**src/rtl/sccb_pkg.sv**
```systemverilog
// rtl/sccb_pkg.sv - SCCB writer shared types, quarter counts and bit selection helpers.
package sccb_pkg;

  typedef enum logic [2:0] {S_IDLE, S_START, S_BIT, S_STOP, S_DONE} sccb_state_t;

  localparam logic [1:0] START_Q    = 2'd3;
  localparam logic [4:0] BITS       = 5'd27;
  localparam logic [1:0] STOP_Q     = 2'd3;
  localparam logic [1:0] DONE_Q     = 2'd1;
  localparam logic [7:0] CAM_ID_DEF = 8'h42;

  function automatic logic ninth_bit(input logic [4:0] c);
    return (c % 5'd9) == 5'd8;
  endfunction

  // Each phase is sent as {byte, 1}; the trailing 1 is the released 9th bit.
  function automatic logic sccb_bit(input logic [7:0] id, input logic [7:0] a,
                                    input logic [7:0] d, input logic [4:0] c);
    logic [8:0] w;
    case (c / 5'd9)
      5'd0:    w = {id, 1'b1};
      5'd1:    w = {a, 1'b1};
      default: w = {d, 1'b1};
    endcase
    w = w << (c % 5'd9);
    return w[8];
  endfunction

endpackage

```
**src/rtl/sccb_writer_if.sv**
```systemverilog
// rtl/sccb_writer_if.sv - Request handshake and SCCB pad signals of the SCCB writer.
interface sccb_writer_if;
  logic       i_start;
  logic [7:0] i_addr;
  logic [7:0] i_data;
  logic       i_siod;
  logic       o_ready;
  logic       o_sioc;
  logic       o_siod;
  logic       o_siod_oe;
  logic       o_nack;

  modport master (output i_start, i_addr, i_data, i_siod,
                  input  o_ready, o_sioc, o_siod, o_siod_oe, o_nack);
  modport slave  (input  i_start, i_addr, i_data, i_siod,
                  output o_ready, o_sioc, o_siod, o_siod_oe, o_nack);
endinterface

```
**src/rtl/sccb_tick_gen.sv**
```systemverilog
// rtl/sccb_tick_gen.sv - Quarter-bit strobe every CLK_F/(4*SCCB_F) clocks, restartable by clear.
module sccb_tick_gen #(
  parameter int CLK_F  = 100_000_000,
  parameter int SCCB_F = 100_000
) (
  input  logic i_clk,
  input  logic i_rst,
  input  logic clear,
  input  logic enable,
  output logic tick
);
  localparam int Q = CLK_F / (4 * SCCB_F);
  localparam int W = (Q > 1) ? $clog2(Q) : 1;
  localparam logic [W-1:0] LAST = W'(Q - 1);

  logic [W-1:0] cnt;

  assign tick = enable && (cnt == LAST);

  always_ff @(posedge i_clk or posedge i_rst) begin
    if (i_rst)
      cnt <= '0;
    else if (clear)
      cnt <= '0;
    else if (enable)
      cnt <= (cnt == LAST) ? '0 : cnt + 1'b1;
  end
endmodule

```
**src/rtl/sccb_writer.sv**
```systemverilog
// rtl/sccb_writer.sv - SCCB 3-phase register writer (ID, addr, data); 9th-bit check under SCCB_ACK_CHECK_EN.
module sccb_writer
  import sccb_pkg::*;
#(
  parameter int         CLK_F  = 100_000_000,
  parameter int         SCCB_F = 100_000,
  parameter logic [7:0] CAM_ID = CAM_ID_DEF
) (
  input logic         i_clk,
  input logic         i_rst,
  sccb_writer_if.slave bus
);
  sccb_state_t state;
  logic [1:0]  qtr;
  logic [4:0]  cnt;
  logic [7:0]  addr_q, data_q;
  logic        ready, sioc, siod, oe, nack;
  logic        tick, accept;

  assign accept = ready && bus.i_start;

  sccb_tick_gen #(.CLK_F(CLK_F), .SCCB_F(SCCB_F)) u_tick (
    .i_clk  (i_clk),
    .i_rst  (i_rst),
    .clear  (accept),
    .enable (!ready),
    .tick   (tick)
  );

`ifndef SCCB_ACK_CHECK_EN
  logic unused_siod;
  assign unused_siod = bus.i_siod;
`endif

  always_ff @(posedge i_clk or posedge i_rst) begin
    if (i_rst) begin
      state  <= S_IDLE;
      qtr    <= '0;
      cnt    <= '0;
      addr_q <= '0;
      data_q <= '0;
      ready  <= 1'b1;
      sioc   <= 1'b1;
      siod   <= 1'b1;
      oe     <= 1'b1;
      nack   <= 1'b0;
    end else begin
      case (state)
        S_IDLE: if (accept) begin
          addr_q <= bus.i_addr;
          data_q <= bus.i_data;
          state  <= S_START;
          qtr    <= '0;
          ready  <= 1'b0;
          sioc   <= 1'b1;
          siod   <= 1'b1;
          oe     <= 1'b1;
`ifdef SCCB_ACK_CHECK_EN
          nack   <= 1'b0;
`endif
        end
        S_START: if (tick) begin
          if (qtr == START_Q - 2'd1) begin
            state <= S_BIT;
            qtr   <= '0;
            cnt   <= '0;
            siod  <= sccb_bit(CAM_ID, addr_q, data_q, 5'd0);
          end else begin
            qtr <= qtr + 2'd1;
            if (qtr == 2'd0) siod <= 1'b0;
            else             sioc <= 1'b0;
          end
        end
        S_BIT: if (tick) begin
          qtr <= qtr + 2'd1;
          case (qtr)
            2'd1: sioc <= 1'b1;
            2'd2: begin
`ifdef SCCB_ACK_CHECK_EN
              if (ninth_bit(cnt) && bus.i_siod) nack <= 1'b1;
`endif
            end
            2'd3: begin
              sioc <= 1'b0;
              if (cnt == BITS - 5'd1) begin
                state <= S_STOP;
                siod  <= 1'b0;
                oe    <= 1'b1;
              end else begin
                cnt  <= cnt + 5'd1;
                siod <= sccb_bit(CAM_ID, addr_q, data_q, cnt + 5'd1);
                oe   <= !ninth_bit(cnt + 5'd1);
              end
            end
            default: ;
          endcase
        end
        S_STOP: if (tick) begin
          if (qtr == STOP_Q - 2'd1) begin
            state <= S_DONE;
            qtr   <= '0;
          end else begin
            qtr <= qtr + 2'd1;
            if (qtr == 2'd0) sioc <= 1'b1;
            else             siod <= 1'b1;
          end
        end
        S_DONE: if (tick) begin
          if (qtr == DONE_Q - 2'd1) begin
            state <= S_IDLE;
            ready <= 1'b1;
          end else begin
            qtr <= qtr + 2'd1;
          end
        end
        default: state <= S_IDLE;
      endcase
    end
  end

  assign bus.o_ready   = ready;
  assign bus.o_sioc    = sioc;
  assign bus.o_siod    = siod;
  assign bus.o_siod_oe = oe;
  assign bus.o_nack    = nack;
endmodule

```
**src/flat_wrapper.sv**
```systemverilog
// flat-port wrapper written by rule: the top's interface ports become plain ports
module sccb_writer_flat import sccb_pkg::*;
#(
  parameter int         CLK_F  = 100_000_000,
  parameter int         SCCB_F = 100_000,
  parameter logic [7:0] CAM_ID = CAM_ID_DEF
)
  (i_clk, i_rst, bus_i_start, bus_i_addr, bus_i_data, bus_i_siod, bus_o_ready, bus_o_sioc, bus_o_siod, bus_o_siod_oe, bus_o_nack);
  sccb_writer_if bus_i ();
  input logic i_clk;
  input logic i_rst;
  input wire logic [$bits(bus_i.i_start)-1:0] bus_i_start;
  input wire logic [$bits(bus_i.i_addr)-1:0] bus_i_addr;
  input wire logic [$bits(bus_i.i_data)-1:0] bus_i_data;
  input wire logic [$bits(bus_i.i_siod)-1:0] bus_i_siod;
  output wire logic [$bits(bus_i.o_ready)-1:0] bus_o_ready;
  output wire logic [$bits(bus_i.o_sioc)-1:0] bus_o_sioc;
  output wire logic [$bits(bus_i.o_siod)-1:0] bus_o_siod;
  output wire logic [$bits(bus_i.o_siod_oe)-1:0] bus_o_siod_oe;
  output wire logic [$bits(bus_i.o_nack)-1:0] bus_o_nack;
  assign bus_i.i_start = bus_i_start;
  assign bus_i.i_addr = bus_i_addr;
  assign bus_i.i_data = bus_i_data;
  assign bus_i.i_siod = bus_i_siod;
  assign bus_o_ready = bus_i.o_ready;
  assign bus_o_sioc = bus_i.o_sioc;
  assign bus_o_siod = bus_i.o_siod;
  assign bus_o_siod_oe = bus_i.o_siod_oe;
  assign bus_o_nack = bus_i.o_nack;
  sccb_writer #(.CLK_F(CLK_F), .SCCB_F(SCCB_F), .CAM_ID(CAM_ID)) u_core (.i_clk(i_clk), .i_rst(i_rst), .bus(bus_i));
endmodule
```
**config.mk**
```make
export PLATFORM = sky130hd
export DESIGN_NAME = sccb_writer_flat
export DESIGN_NICKNAME = d
export VERILOG_FILES = /design/src/rtl/sccb_pkg.sv /design/src/rtl/sccb_writer_if.sv /design/src/rtl/sccb_tick_gen.sv /design/src/rtl/sccb_writer.sv /design/src/flat_wrapper.sv
export SDC_FILE = /design/constraint.sdc
export NUM_CORES = 1
export LEC_CHECK = 0
export BUFFER_PORTS_ARGS = -buffer_cell sky130_fd_sc_hd__buf_2
export CORE_MARGIN = 2
export CORE_UTILIZATION = 34
export DETAILED_ROUTE_END_ITERATION = 6
export RECOVER_POWER = 100
export SETUP_SLACK_MARGIN = 0.02
export SLEW_MARGIN = 30
export SYNTH_ARGS = -nofsm -noshare
export SYNTH_HDL_FRONTEND = slang
export SYNTH_HIERARCHICAL = 1
export SYNTH_SLANG_ARGS = --single-unit
```
**constraint.sdc**
```tcl
create_clock -name i_clk -period 3.35 [get_ports i_clk]
set_input_delay 0.5025 -clock i_clk [delete_from_list [all_inputs] [get_ports i_clk]]
set_output_delay 0.5025 -clock i_clk [all_outputs]
set_load 0.01 [all_outputs]
```
* Word level (Yosys, flattened, before mapping)
Index checks and enable logic that the tools add are counted.
Storage, ports and cells: bits in registers 38, word-level logic and storage cells 128
Operators by class: add/subtract/negate cells 3, divide/modulo/power cells 2, eq/ne operators 32, shift-type cells 1, multiplexer cells 59, reduce and logical (&&, ||, !) cells 21
Operator list (count):
- 9-bit two-way mux | 4
- 3-bit two-way mux | 10
- 5-bit two-way mux | 5
- 8-bit two-way mux | 3
- 2-bit by 1-bit != test with 1-bit output, second input constant | 12
- 1-bit two-way mux | 22
- 10-bit AND reduction | 2
- 9-bit one-hot mux with 2 select lines | 1
- 3-bit one-hot mux with 5 select lines | 1
- 2-bit != test, second input constant | 7
- 2-bit two-way mux | 6
- 6-bit AND reduction | 2
- 5-bit one-hot mux with 2 select lines | 1
- 9-bit AND reduction | 1
- 9-bit by 5-bit << shifter with 9-bit output | 1
- 8-bit by 1-bit adder with 8-bit output, second input constant | 1
- 8-bit == test, second input constant | 1
- 1-bit one-hot mux with 4 select lines | 2
- 2-bit one-hot mux with 4 select lines | 1
- 4-bit AND reduction | 2
- 4-bit nonzero test | 2
- 3-bit by 2-bit == test with 1-bit output, second input constant | 2
- 1-bit one-hot mux with 2 select lines | 3
- 2-bit nonzero test | 3
- 20 further kinds | 23

* Longest topological paths before layout
Gate-level depths: netlist of run 1.
depth after elaboration 13, gate-level depth with buffers 14

* Modules after synthesis
The synthesis of run 1 kept the hierarchy.
Modules (own cells, without submodules):
- sccb_writer | instances 1, cells an instance 253, area each 2250.9 µm², sequential area each 755.7 µm²
- sccb_tick_gen | instances 1, cells an instance 55, area each 494.2 µm², sequential area each 200.2 µm²

* Least setup slack after synthesis of run 1
OpenSTA, ideal clock, no wires.
path kind register -> register, from reg u_core.cnt[0], to reg u_core.siod, in the netlist u_core/bus.o_siod, library setup time 78 ps, arrival 3110 ps, data required time 3272 ps, setup slack 162 ps, cell stages (with the launch flop) 14, path buffers 4, path through dfrtp_1 clkbuf_1 inv_1 clkbuf_1 ha_1 buf_2 nand3b_1 o211a_1 buf_2 a21oi_1 nand2_1 a2111oi_0 o31ai_1 a31o_1
Between the ends: word-level cells in the longest chain between the ends 13, elaborated cells between the ends (all ways) 16, those cells by class 1 x add/sub; 2 x div; 2 x eq/ne; 1 x shift; 9 x mux; 1 x reduce/logical
RTL lines:
- from (decl) | line sccb_writer.sv:15 | logic [4:0] cnt;
- from (signal assigned) | line sccb_writer.sv:90 | cnt <= cnt + 5'd1;
- 5-bit by 1-bit adder with 5-bit output | line sccb_writer.sv:91 | siod <= sccb_bit(CAM_ID, addr_q, data_q, cnt + 5'd1);
- 5-bit by 4-bit divider with 5-bit output | line sccb_pkg.sv:20 | case (c / 5'd9)
- 5-bit by 1-bit == test with 1-bit output / 5-bit logical NOT (equally long branches) | line sccb_pkg.sv:20
- 9-bit one-hot mux with 2 select lines | line sccb_pkg.sv:20
- 9-bit two-way mux | line sccb_writer.sv:85 | if (cnt == BITS - 5'd1) begin
- 9-bit two-way mux | line sccb_writer.sv:76 | case (qtr)
- 9-bit two-way mux | line sccb_writer.sv:74 | S_BIT: if (tick) begin
- 9-bit two-way mux | line sccb_writer.sv:48 | case (state)
- 9-bit by 5-bit << shifter with 9-bit output | line sccb_pkg.sv:25 | w = w << (c % 5'd9);
- 1-bit two-way mux * | line sccb_writer.sv:85
- 1-bit two-way mux * | line sccb_writer.sv:76
- 1-bit two-way mux * | line sccb_writer.sv:74
- 1-bit one-hot mux with 4 select lines * | line sccb_writer.sv:48
- to (signal assigned) | line sccb_writer.sv:67 | siod <= sccb_bit(CAM_ID, addr_q, data_q, 5'd0);
- to (signal assigned) | line sccb_writer.sv:91
- to (decl) | line sccb_writer.sv:17 | logic ready, sioc, siod, oe, nack;
Mark *: on every way between the ends. The rest lies on a longest branch, timed or not. The select of a mux whose other input is x is not followed. A chain may end at the register's enable or synchronous reset.

* Worst setup path after layout of run 1
Ends and elaborated chain as after synthesis.

==> reports/metrics.csv, run 1 <==
stage,metric,value,unit
outcome,status,"complete, but fails checks",
outcome,failing checks,"capacitance limit, slew limit",
floorplan,CORE AREA,0.00777,mm2
synth,"EDFF count, synth",0,
timing,Fin Setup TNS,0,ns
route,number of remaining DRC errors,0,
synth,Yosys reg bits,38,
synth,top post-synthesis cells by area,"dfrtp_1 31%, mux2_2 7.0%, ha_1 4.6%",
grt,largest net degree at the start of global routing,31,
clocking,CTS root buf,clkbuf_8,
synth,most frequent cell after synthesis,dfrtp_1,
power,peak supply drop,0.350,mV
placed_design,placed cells,423,
hold_path,Worst Hold Class,in2async,
grt,first-pass GRT wire length,10900,um
timing,Tmin final,3.15,ns
route,Initial DRC Count,98,
power,Pleak,1.28,nW
grt,initial antenna violation count,0,
final_layout,P&R area growth vs syn,12.2,%
synth,post-synth net total,338,
timing,final hold slack,0.159,ns
timing,skew final,0.00371,ns
timing,actual slew at the worst max-slew pin,1.62,ns
clocking,post-cts resize count,0,
floorplan,Starting Density,0.353,
synth,Synth Area per Inst,8.91,um2
timing,fmax,0.318,GHz
final_layout,share of post-route cells with drive strength above 1,0.204,
critical_path,Reg-to-Reg Start,u_core/cnt[0],
clocking,clock sink count,38,
clocking,total CTS buffers,5,
grt,total track usage,0.149,
critical_path,Startpoint Class,flip-flop,
power,overall power,0.00221,W
route,vias per inst,5.43,
clocking,H-tree depth,2,
route,drt first pass iters,4,
critical_path,WP data required,3.58,ns
timing,period utilization,0.939,
floorplan,Die H,93.9,um
clocking,worst-skew pair later-pin latency,0.28,ns
route,routed len/inst,14.0,um
grt,number of global-route vias before repair,2389,
critical_path,Critical path origin,u_core/cnt[0],
synth,Gate Count Post-Synth,308,
critical_path,CP max FO,8,
placed_design,Place WS,0.225,ns
timing,Fin. Hold Viols,0,
synth,top post-synthesis cells by count,"34 x dfrtp_1, 31 x nand2_1, 21 x a21oi_1, 21 x nor2_1, 21 x o21ai_0",
route,final wirelength,6030,um
timing,normalized max-slew margin,-0.0798,
clocking,hold buffers post-CTS,0,
route,routed vias,2339,
floorplan,site row count,32,
synth,Syn Std Cell Area,0.00275,mm2
grt,grt total ovfl,0,
power,P per Cell Area,717,mW/mm2
timing,Setup WS post-layout,0.205,ns
clocking,clock-pin slew on the worst setup and hold paths,0.08,ns
synth,area share of the largest cell type after synthesis,0.310,
timing,# setup viols final,0,
timing,Final Max Tran Viols,31,
job,Max Cap Viol,1,
clocking,Post-CTS Setup Inserts,0,
critical_path,CP Data Arrival Time,3.38,ns
synth,cell taking the most area after synthesis,dfrtp_1,
synth,Async SR Flop Fraction,1.00,
clocking,clk buf depth,2,
synth,Synth Warn #,8,
floorplan,die outline width,93.9,um
critical_path,Worst Setup Path Type,reg2reg,
floorplan,I/O pins,25,
critical_path,CP endpoint kind,flip-flop,
route,antenna violation net count after detailed routing,0,
clocking,CTS tree,yes,
placed_design,gpl congestion,0.846,
final_layout,ant diodes,0,
synth,Most used DFF post-synth,dfrtp_1,
floorplan,die area,0.00881,mm2
placed_design,I/O Buffers,22,
final_layout,Nets,358,
timing,RSZ-0062 raised after global routing,no,
final_layout,non-filler instance count after layout,431,
placed_design,hpwl dp,4360,um
synth,distinct cell type count after synthesis,65,
synth,post-synthesis sequential area ratio,0.348,
## final cells by class
| type | count | area (um2) |
|---|---|---|
| sequential | 38 | 956 |
| timing repair buffer | 33 | 178 |
| tap | 102 | 128 |
| multi-input combinational | 234 | 1650 |
| inverter | 16 | 60.1 |
| fill | 829 | 4690 |
| clock buffer | 6 | 72.6 |
| clock inverter | 2 | 37.5 |
## logic make-up (layout without fill, tap and decap cells)
kind of cell,count (synthesis),count (layout),share of synthesized area
other cells,1,1,0.00137
simple gates,101,101,0.187
xor+xnor,6,6,0.0287
flops,38,38,0.348
mux,22,22,0.0880
fa+ha+maj,10,10,0.0456
buf+inv,36,57,0.0597
compound gates,94,94,0.242
## cell usage in the layout, fill, tap and decap left out, types with 3 or more instances in the layout
cell and count:
inv_1 16, o22ai_1 4, mux2i_1 5, nor3b_1 3
clkbuf_8 5, clkbuf_1 7, nor2_1 21, a311oi_1 6
a21o_1 3, a41oi_1 3, nand2b_1 5, o211ai_1 3
a31oi_1 3, dfrtp_1 34, buf_2 19, mux2_2 17
nor3_1 6, a21oi_1 20, or3_1 4, nand2_1 31
o21ai_0 21, ha_1 9, nand3_1 11, nor2b_1 5
o31ai_1 4, buf_4 8
## per-stage QoR
stage               utilization  area, um2
floorplan                     -       2750
global placement          0.381       2960
detailed placement        0.381       2960
CTS                       0.395       3070
global route              0.396       3080
finish                    0.396       3080
## sequential cells by signal (all words and copies together) (netlist names)
register	cells
u_core/addr_q	8
u_core/bus.o_ready	1
u_core/state	3
u_core/bus.o_sioc	1
u_core/data_q	8
u_core/bus.o_siod	1
u_core/u_tick/cnt	8
u_core/bus.o_siod_oe	1
u_core/cnt	5
u_core/qtr	2
## path summary, 6_finish.rpt
path                                        end  slack, ns  depth (start not counted)
max                           u_core/bus.o_siod       0.20                         11
min                        u_core/u_tick/cnt[5]       0.16                          2
max reg2reg                   u_core/bus.o_siod       0.20                         11
min reg2reg                   u_core/bus.o_sioc       0.48                          2
max in group asynchronous      u_core/data_q[6]       1.63                          3
min in group i_clk             u_core/data_q[3]       0.44                          2
## where the power goes
part           total (W)  internal, W  switching [W]  leakage, nW
combinational    0.00107     0.000445       0.000621        0.760
clock           0.000386     0.000222       0.000163       0.0514
sequential      0.000757     0.000580       0.000177        0.471
total            0.00221      0.00125       0.000961         1.28
## per-layer routing
| layer | track usage | vias up | part of all wire |
|---|---|---|---|
| li1 | - | 1165 | - |
| met1 | 0.214 | 1128 | 0.51 |
| met2 | 0.231 | 40 | 0.46 |
| met3 | 0.0185 | 6 | 0.023 |
| met4 | 0.0519 | 0 | 0.012 |
| met5 | 0 | - | 0 |
## critical path, stage by stage (launching register included)
cell,delay [ns]
dfrtp_1,0.47
ha_1,0.22
buf_4,0.17
nand3_2,0.13
xnor2_4,0.30
o2111ai_2,0.23
xnor2_4,0.35
o31a_2,0.25
a311oi_1,0.09
or4_1,0.57
o31ai_1,0.11
a31o_1,0.18
(Power assumes the default switching activity.)
==> run 2, diff against run 1 <==
CORE_MARGIN = not set   (was 2)
CORE_UTILIZATION = 47   (was 34)
PLACE_DENSITY = 0.68   (was not set)
==> run 2 against run 1 <==
The flow still finishes with violations (capacitance limit, slew limit). Critical endpoint unchanged. Clock power increased by 28%. Hold slack got worse by 0.028 ns. Global-route usage increased by 6.2 points. Utilization increased by 15 points. First-iteration DRC count increased by 91%. Largest cell class unchanged. Clock skew increased by 0.0072 ns. Die area decreased by 30%. Wire length increased by 1.3%.
==> reports/metrics.csv, run 2 (synthesis results as in run 1) <==
stage,metric,value,unit
final_layout,top flop regs,"u_core/addr_q: 8 flops, u_core/data_q: 8 flops, u_core/u_tick/cnt: 8 flops",
critical_path,CP max-delay cell,dfrtp_1,
critical_path,CP max FO,10,
route,Initial DRC Count,187,
critical_path,"Buf+Inv Stages, Crit Path",1,
critical_path,CP endpoint kind,flip-flop,
floorplan,die area,0.00615,mm2
grt,number of global-route vias before repair,2154,
clocking,clock sink count,38,
timing,Fin Setup TNS,0,ns
placed_design,I/O Buffers,22,
floorplan,Die H,78.4,um
critical_path,Reg-to-Reg Start,u_core/cnt[0],
floorplan,Starting Density,0.492,
power,P_sw,0.000972,W
clocking,H-tree depth,2,
timing,fmax,0.319,GHz
timing,normalized max-slew margin,-0.0898,
grt,first-pass GRT wire length,10300,um
grt,initial antenna violation count,0,
timing,actual slew at the worst max-slew pin,1.63,ns
clocking,worst-skew pair later-pin latency,0.29,ns
final_layout,Nets,358,
critical_path,R2R cell count,11,
route,vias per inst,5.90,
placed_design,placed cell areas,0.00292,mm2
timing,Fin. Hold Viols,0,
outcome,failing checks,"capacitance limit, slew limit",
timing,period utilization,0.936,
grt,total track usage,0.211,
critical_path,R2R setup slack,0.21,ns
route,number of remaining DRC errors,0,
final_layout,most frequent cells in the layout,"34 x dfrtp_1, 31 x nand2_1, 21 x nor2_1, 21 x o21ai_0",
critical_path,Critical path origin,u_core/cnt[0],
timing,skew final,0.0109,ns
grt,largest net degree at the start of global routing,31,
critical_path,Setup crit end,u_core/bus.o_siod,
job,Max Cap Viol,1,
power,P per Cell Area,753,mW/mm2
final_layout,ant diodes,0,
timing,# setup viols final,0,
placed_design,gpl congestion,0.924,
power,share of power burned in the clock network,0.214,
critical_path,WP data required,3.59,ns
placed_design,Place WS,0.235,ns
critical_path,"delay-heaviest family, CP",simple AND/OR/NAND/NOR gates,
hold_path,Worst Hold Class,in2async,
floorplan,die outline width,78.4,um
critical_path,Worst Setup Path Type,reg2reg,
power,peak supply drop,0.402,mV
critical_path,Startpoint Class,flip-flop,
critical_path,"slowest stage delay, CP",0.53,ns
final_layout,"commonest non-fill, non-tap cell in the layout",dfrtp_1,
final_layout,Finished Cell Area,0.00307,mm2
power,sequential share of power,0.330,
timing,Final Max Tran Viols,31,
outcome,status,"complete, but fails checks",
clocking,clock-pin slew on the worst setup and hold paths,0.09,ns
clocking,total CTS buffers,5,
floorplan,CORE AREA,0.00557,mm2
clocking,CTS tree,yes,
clocking,CTS root buf,clkbuf_8,
route,final wirelength,6100,um
clocking,clk buf depth,2,
power,Sw Ratio,0.421,
route,antenna violation net count after detailed routing,0,
grt,grt total ovfl,0,
placed_design,hpwl dp,4230,um
timing,Tmin final,3.14,ns
route,drt first pass iters,4,
final_layout,Layout fillers,518,
floorplan,I/O pins,25,
critical_path,CP Data Arrival Time,3.38,ns
critical_path,CP Cell Sequence,inv_1 -> ha_1 -> nor4b_2 -> nand2b_1 -> o2111ai_2 -> xnor2_4 -> o31a_2 -> a311oi_1 -> or4_1 -> o31ai_1 -> a31o_1,
route,routed vias,2364,
timing,Setup WS post-layout,0.213,ns
route,routed len/inst,15.2,um
final_layout,share of post-route cells with drive strength above 1,0.201,
critical_path,FF-to-FF End,u_core/bus.o_siod,
floorplan,site row count,27,
final_layout,P&R area growth vs syn,11.7,%
power,Comb pwr share,0.456,
power,Internal,0.00133,W
power,Pleak,1.31,nW
timing,RSZ-0062 raised after global routing,no,
critical_path,Critical Path Stages,11,
-- run 2: worst min path at each step --
stage,slack (ns),start,cells past startpoint,end
3_3_place_gp,0.47,u_core/bus.o_sioc,2,u_core/bus.o_sioc
6_report,0.13,i_rst,2,u_core/u_tick/cnt[4]
3_5_place_dp,0.48,u_core/bus.o_sioc,2,u_core/bus.o_sioc
2_1_floorplan,0.32,i_rst,1,u_core/u_tick/cnt[0]
4_1_cts,0.17,i_rst,2,u_core/u_tick/cnt[5]
5_1_grt,0.17,i_rst,2,u_core/u_tick/cnt[5]
-- run 2: area by class of cell --
type / count / area, um2 / share of cell area
clock inverter: 2 / 60.1 / 0.0196
clock buffer: 6 / 82.6 / 0.0269
multi-input combinational: 234 / 1640 / 0.534
sequential: 38 / 956 / 0.312
tap: 72 / 90.1 / 0.0294
timing repair buffer: 33 / 179 / 0.0584
inverter: 16 / 60.1 / 0.0196
-- run 2: metrics by stage --
step / power [W] / hold WS, ns / std cells / utilization
final: 0.00231 / 0.131 / 401 / 0.550
after detailed placement: 0.00181 / 0.476 / 393 / 0.525
after floorplan: 0.00157 / 0.318 / 308 / -
after CTS: 0.00232 / 0.167 / 401 / 0.550
after global placement: 0.00178 / 0.468 / 393 / 0.525
after global routing: 0.00249 / 0.168 / 401 / 0.550
-- run 2: timing repair --
action | CTS | global route
setup endpoints to repair | 0 | 1
setup buffers | 0 | 0
gates resized for setup | 0 | 3
hold buffers | 0 | 0
-- run 2: per-layer routing --
layer / vias to the layer above / GRT usage / wire (um)
met2: 61 / 0.332 / 2930
met3: 7 / 0.0395 / 235
met5: - / 0 / 0
met4: 0 / 0.0667 / 74
li1: 1175 / - / -
met1: 1121 / 0.292 / 2860
-- run 2: power by group through the flow --
| stage | Combinational (W) | Clock (W) | Sequential (W) |
|---|---|---|---|
| 2_1_floorplan | 0.000888 | 0 | 0.000680 |
| 3_3_place_gp | 0.00102 | 0 | 0.000761 |
| 3_5_place_dp | 0.00104 | 0 | 0.000768 |
| 4_1_cts | 0.00105 | 0.000507 | 0.000759 |
| 5_1_grt | 0.00118 | 0.000522 | 0.000789 |
| 6_report | 0.00105 | 0.000494 | 0.000762 |
==> run 3, diff against run 2 <==
ABC_AREA = 1   (was not set)
CORE_UTILIZATION = 45   (was 47)
GPL_TIMING_DRIVEN = 0   (was not set)
PLACE_DENSITY = 0.66   (was 0.68)
==> run 3 against run 2 <==
Power shrank 12%. Clock skew decreased by 0.0069 ns. The run now ends clean. Clock power shrank 33%. Utilization down 2.0 points. Via count fell by 4.9%. Combinational power down 9%. Synthesized area decreased by 7.8%. Wire length is 14% lower. Die area fell by 3.6%. Synthesized cell count increased by 15%. Sequential share of layout area grew 3.0 points. Cell area shrank 8.8%.
==> reports/metrics.csv, run 3 <==
stage,metric,value,unit
critical_path,Setup crit end,u_core/bus.o_siod,
clocking,hold buffers post-CTS,0,
synth,XOR/XNOR Fraction of Synth Area,0.0232,
floorplan,die outline width,77,um
critical_path,CP Data Arrival Time,3.27,ns
synth,largest family of logic cells by synthesized area,simple AND/OR/NAND/NOR gates,
placed_design,hpwl dp,3910,um
floorplan,Die H,77,um
synth,Syn Std Cell Area,0.00253,mm2
synth,cell taking the most area after synthesis,dfrtp_1,
timing,skew final,0.00399,ns
synth,most frequent cell after synthesis,nand2_1,
clocking,total CTS buffers,5,
critical_path,Reg-to-Reg Start,u_core/cnt[0],
timing,Final Max Tran Viols,0,
grt,initial antenna violation count,0,
outcome,status,"finished, final reports clean",
timing,normalized max-slew margin,0.217,
synth,Synth Area in Compound Gates,0.104,
final_layout,ant diodes,0,
final_layout,Layout fillers,552,
critical_path,CP max-delay cell,dfrtp_1,
critical_path,"Buf+Inv Stages, Crit Path",4,
hold_path,Worst Hold Class,in2async,
grt,total track usage,0.204,
floorplan,die area,0.00593,mm2
route,antenna violation net count after detailed routing,0,
floorplan,site row count,26,
clocking,clk buf depth,2,
clocking,worst-skew pair later-pin latency,0.29,ns
route,vias per inst,4.97,
synth,distinct cell type count after synthesis,39,
timing,Fin Setup TNS,0,ns
final_layout,share of post-route cells with drive strength above 1,0.128,
synth,Most used DFF post-synth,dfrtp_1,
final_layout,"commonest non-fill, non-tap cell in the layout",nand2_1,
timing,Fin. Hold Viols,0,
route,routed len/inst,11.6,um
power,P per Cell Area,723,mW/mm2
synth,"EDFF count, synth",0,
route,routed vias,2247,
placed_design,I/O Buffers,22,
synth,top post-synthesis cells by count,"95 x nand2_1, 53 x inv_1, 39 x nand3_1",
synth,Yosys reg bits,38,
clocking,Post-CTS Setup Inserts,0,
timing,actual slew at the worst max-slew pin,1.17,ns
timing,# setup viols final,0,
critical_path,R2R cell count,19,
synth,Gate Count Post-Synth,353,
critical_path,Critical Path Stages,19,
critical_path,Worst Setup Path Type,reg2reg,
final_layout,most frequent cells in the layout,"97 x nand2_1, 54 x inv_1, 39 x nand3_1",
power,P_sw,0.000906,W
clocking,clock-pin slew on the worst setup and hold paths,0.08,ns
power,overall power,0.00202,W
grt,first-pass GRT wire length,9720,um
floorplan,CORE AREA,0.00527,mm2
synth,Async SR Flop Fraction,1.00,
clocking,CTS tree,yes,
power,Internal,0.00111,W
critical_path,Critical path origin,u_core/cnt[0],
synth,post-synth net total,383,
final_layout,P&R area growth vs syn,10.4,%
grt,largest net degree at the start of global routing,31,
synth,multiplexer share of the synthesized area,0,
critical_path,R2R setup slack,0.31,ns
critical_path,WP data required,3.58,ns
clocking,H-tree depth,2,
synth,Synth Area in Adders,0.0494,
critical_path,FF-to-FF End,u_core/bus.o_siod,
critical_path,Crit path top cell by count,nand2_1,
floorplan,Starting Density,0.480,
synth,Synth Warn #,8,
timing,RSZ-0062 raised after global routing,no,
critical_path,Startpoint Class,flip-flop,
power,Sw Ratio,0.449,
critical_path,CP max FO,10,
power,Pleak,1.44,nW
route,number of remaining DRC errors,0,
job,Max Cap Viol,0,
route,Initial DRC Count,155,
timing,Tmin final,3.04,ns
synth,simple-gate share of the synthesized area,0.349,
timing,period utilization,0.907,
power,Comb pwr share,0.473,
power,share of power burned in the clock network,0.163,
route,final wirelength,5260,um
synth,post-synthesis sequential area ratio,0.378,
power,sequential share of power,0.364,
final_layout,Nets,412,
timing,final hold slack,0.142,ns
clocking,clock sink count,38,
timing,fmax,0.329,GHz
route,drt first pass iters,4,
power,peak supply drop,0.323,mV
floorplan,I/O pins,25,
synth,Synth Area per Inst,7.17,um2
placed_design,gpl congestion,0.893,
critical_path,"delay-heaviest family, CP",simple AND/OR/NAND/NOR gates,
critical_path,CP Cell Sequence,clkbuf_4 -> inv_1 -> ha_1 -> inv_1 -> nor2_1 -> nand3_4 -> nand2_4 -> nand2_1 -> nand2_1 -> o21bai_4 -> nand2_2 -> buf_6 -> nand3_2 -> xor2_1 -> nand3b_1 -> nand3_1 -> nand2_1 -> nand2_1 -> a21oi_1,
critical_path,CP endpoint kind,flip-flop,
critical_path,"slowest stage delay, CP",0.44,ns
synth,top post-synthesis cells by area,"dfrtp_1 34%, nand2_1 14%, inv_1 7.9%",
final_layout,top flop regs,"u_core/addr_q: 8 flops, u_core/data_q: 8 flops, u_core/u_tick/cnt: 8 flops",
grt,number of global-route vias before repair,2198,
grt,grt total ovfl,0,
synth,area share of the largest cell type after synthesis,0.336,
clocking,CTS root buf,clkbuf_8,
==> run 3: worst reg2reg max path, cell delays in order (launching register included) <==
cell and delay, ns:
dfrtp_1 0.44, clkbuf_4 0.24, inv_1 0.11, ha_1 0.38, inv_1 0.08, nor2_1 0.17, nand3_4 0.12, nand2_4 0.14
nand2_1 0.07, nand2_1 0.09, o21bai_4 0.15, nand2_2 0.10, buf_6 0.15, nand3_2 0.06, xor2_1 0.21, nand3b_1 0.13
nand3_1 0.09, nand2_1 0.08, nand2_1 0.05, a21oi_1 0.12
==> run 3: repair_timing <==
action | in CTS | in global routing
setup endpoints to repair | 0 | 1
endpoints found under the hold margin | 0 | 0
gates resized for setup | 0 | 2
==> run 3: area by class of cell <==
| cell class | instances | area, um2 | area share |
|---|---|---|---|
| multi-input cells | 254 | 1320 | 0.471 |
| flip-flops and latches | 38 | 956 | 0.342 |
| inverters | 55 | 206 | 0.0739 |
| repair buffers | 22 | 104 | 0.0372 |
| well taps | 70 | 87.6 | 0.0313 |
| clock buffers | 7 | 86.3 | 0.0309 |
| plain buffers | 6 | 37.5 | 0.0134 |
==> run 3: logic make-up (layout without fill, tap and decap cells) <==
kind of cell / Yosys count / count (layout)
XOR/XNOR: 5 / 5
AND/OR/NAND/NOR: 194 / 194
flip-flops: 38 / 38
buffers and inverters: 61 / 90
AO/OA/AOI/OAI: 44 / 44
other: 1 / 1
adder cells (fa/ha/maj): 10 / 10
==> run 3: worst min path at each step <==
stage	startpoint	endpoint	cells after the start	slack (ns)
after floorplan	i_rst	u_core/u_tick/cnt[0]	1	0.32
after global placement	u_core/bus.o_siod_oe	u_core/bus.o_siod_oe	2	0.45
after detailed placement	u_core/bus.o_siod_oe	u_core/bus.o_siod_oe	2	0.46
after CTS	i_rst	u_core/u_tick/cnt[2]	2	0.18
after global routing	i_rst	u_core/u_tick/cnt[2]	2	0.16
final	i_rst	u_core/u_tick/cnt[2]	2	0.14
==> run 3: layer usage <==
metal | wire, um | part of all wire | global-route usage | vias up
li1 | - | - | - | 1182
met1 | 2690 | 0.51 | 0.281 | 1020
met2 | 2380 | 0.45 | 0.321 | 43
met3 | 163 | 0.031 | 0.0393 | 2
met4 | 27 | 0.0051 | 0.0623 | 0
met5 | 0 | 0 | 0 | -
==> run 3: power by group through the flow <==
stage / clock [W] / combinational (W) / sequential [W]
finish: 0.000330 / 0.000954 / 0.000736
global route: 0.000353 / 0.00113 / 0.000756
CTS: 0.000338 / 0.000977 / 0.000738
detailed placement: 0 / 0.000974 / 0.000744
global placement: 0 / 0.000957 / 0.000742
floorplan: 0 / 0.000759 / 0.000726
==> run 3: stage by stage <==
stage          area [um2]  utilization  std cells  setup WS [ns]
6_report             2800        0.530        452          0.311
4_1_cts              2820        0.534        452          0.275
2_1_floorplan        2530            -        353          0.767
5_1_grt              2800        0.530        452         0.0208
3_3_place_gp         2730        0.518        445          0.360
3_5_place_dp         2730        0.518        445          0.303
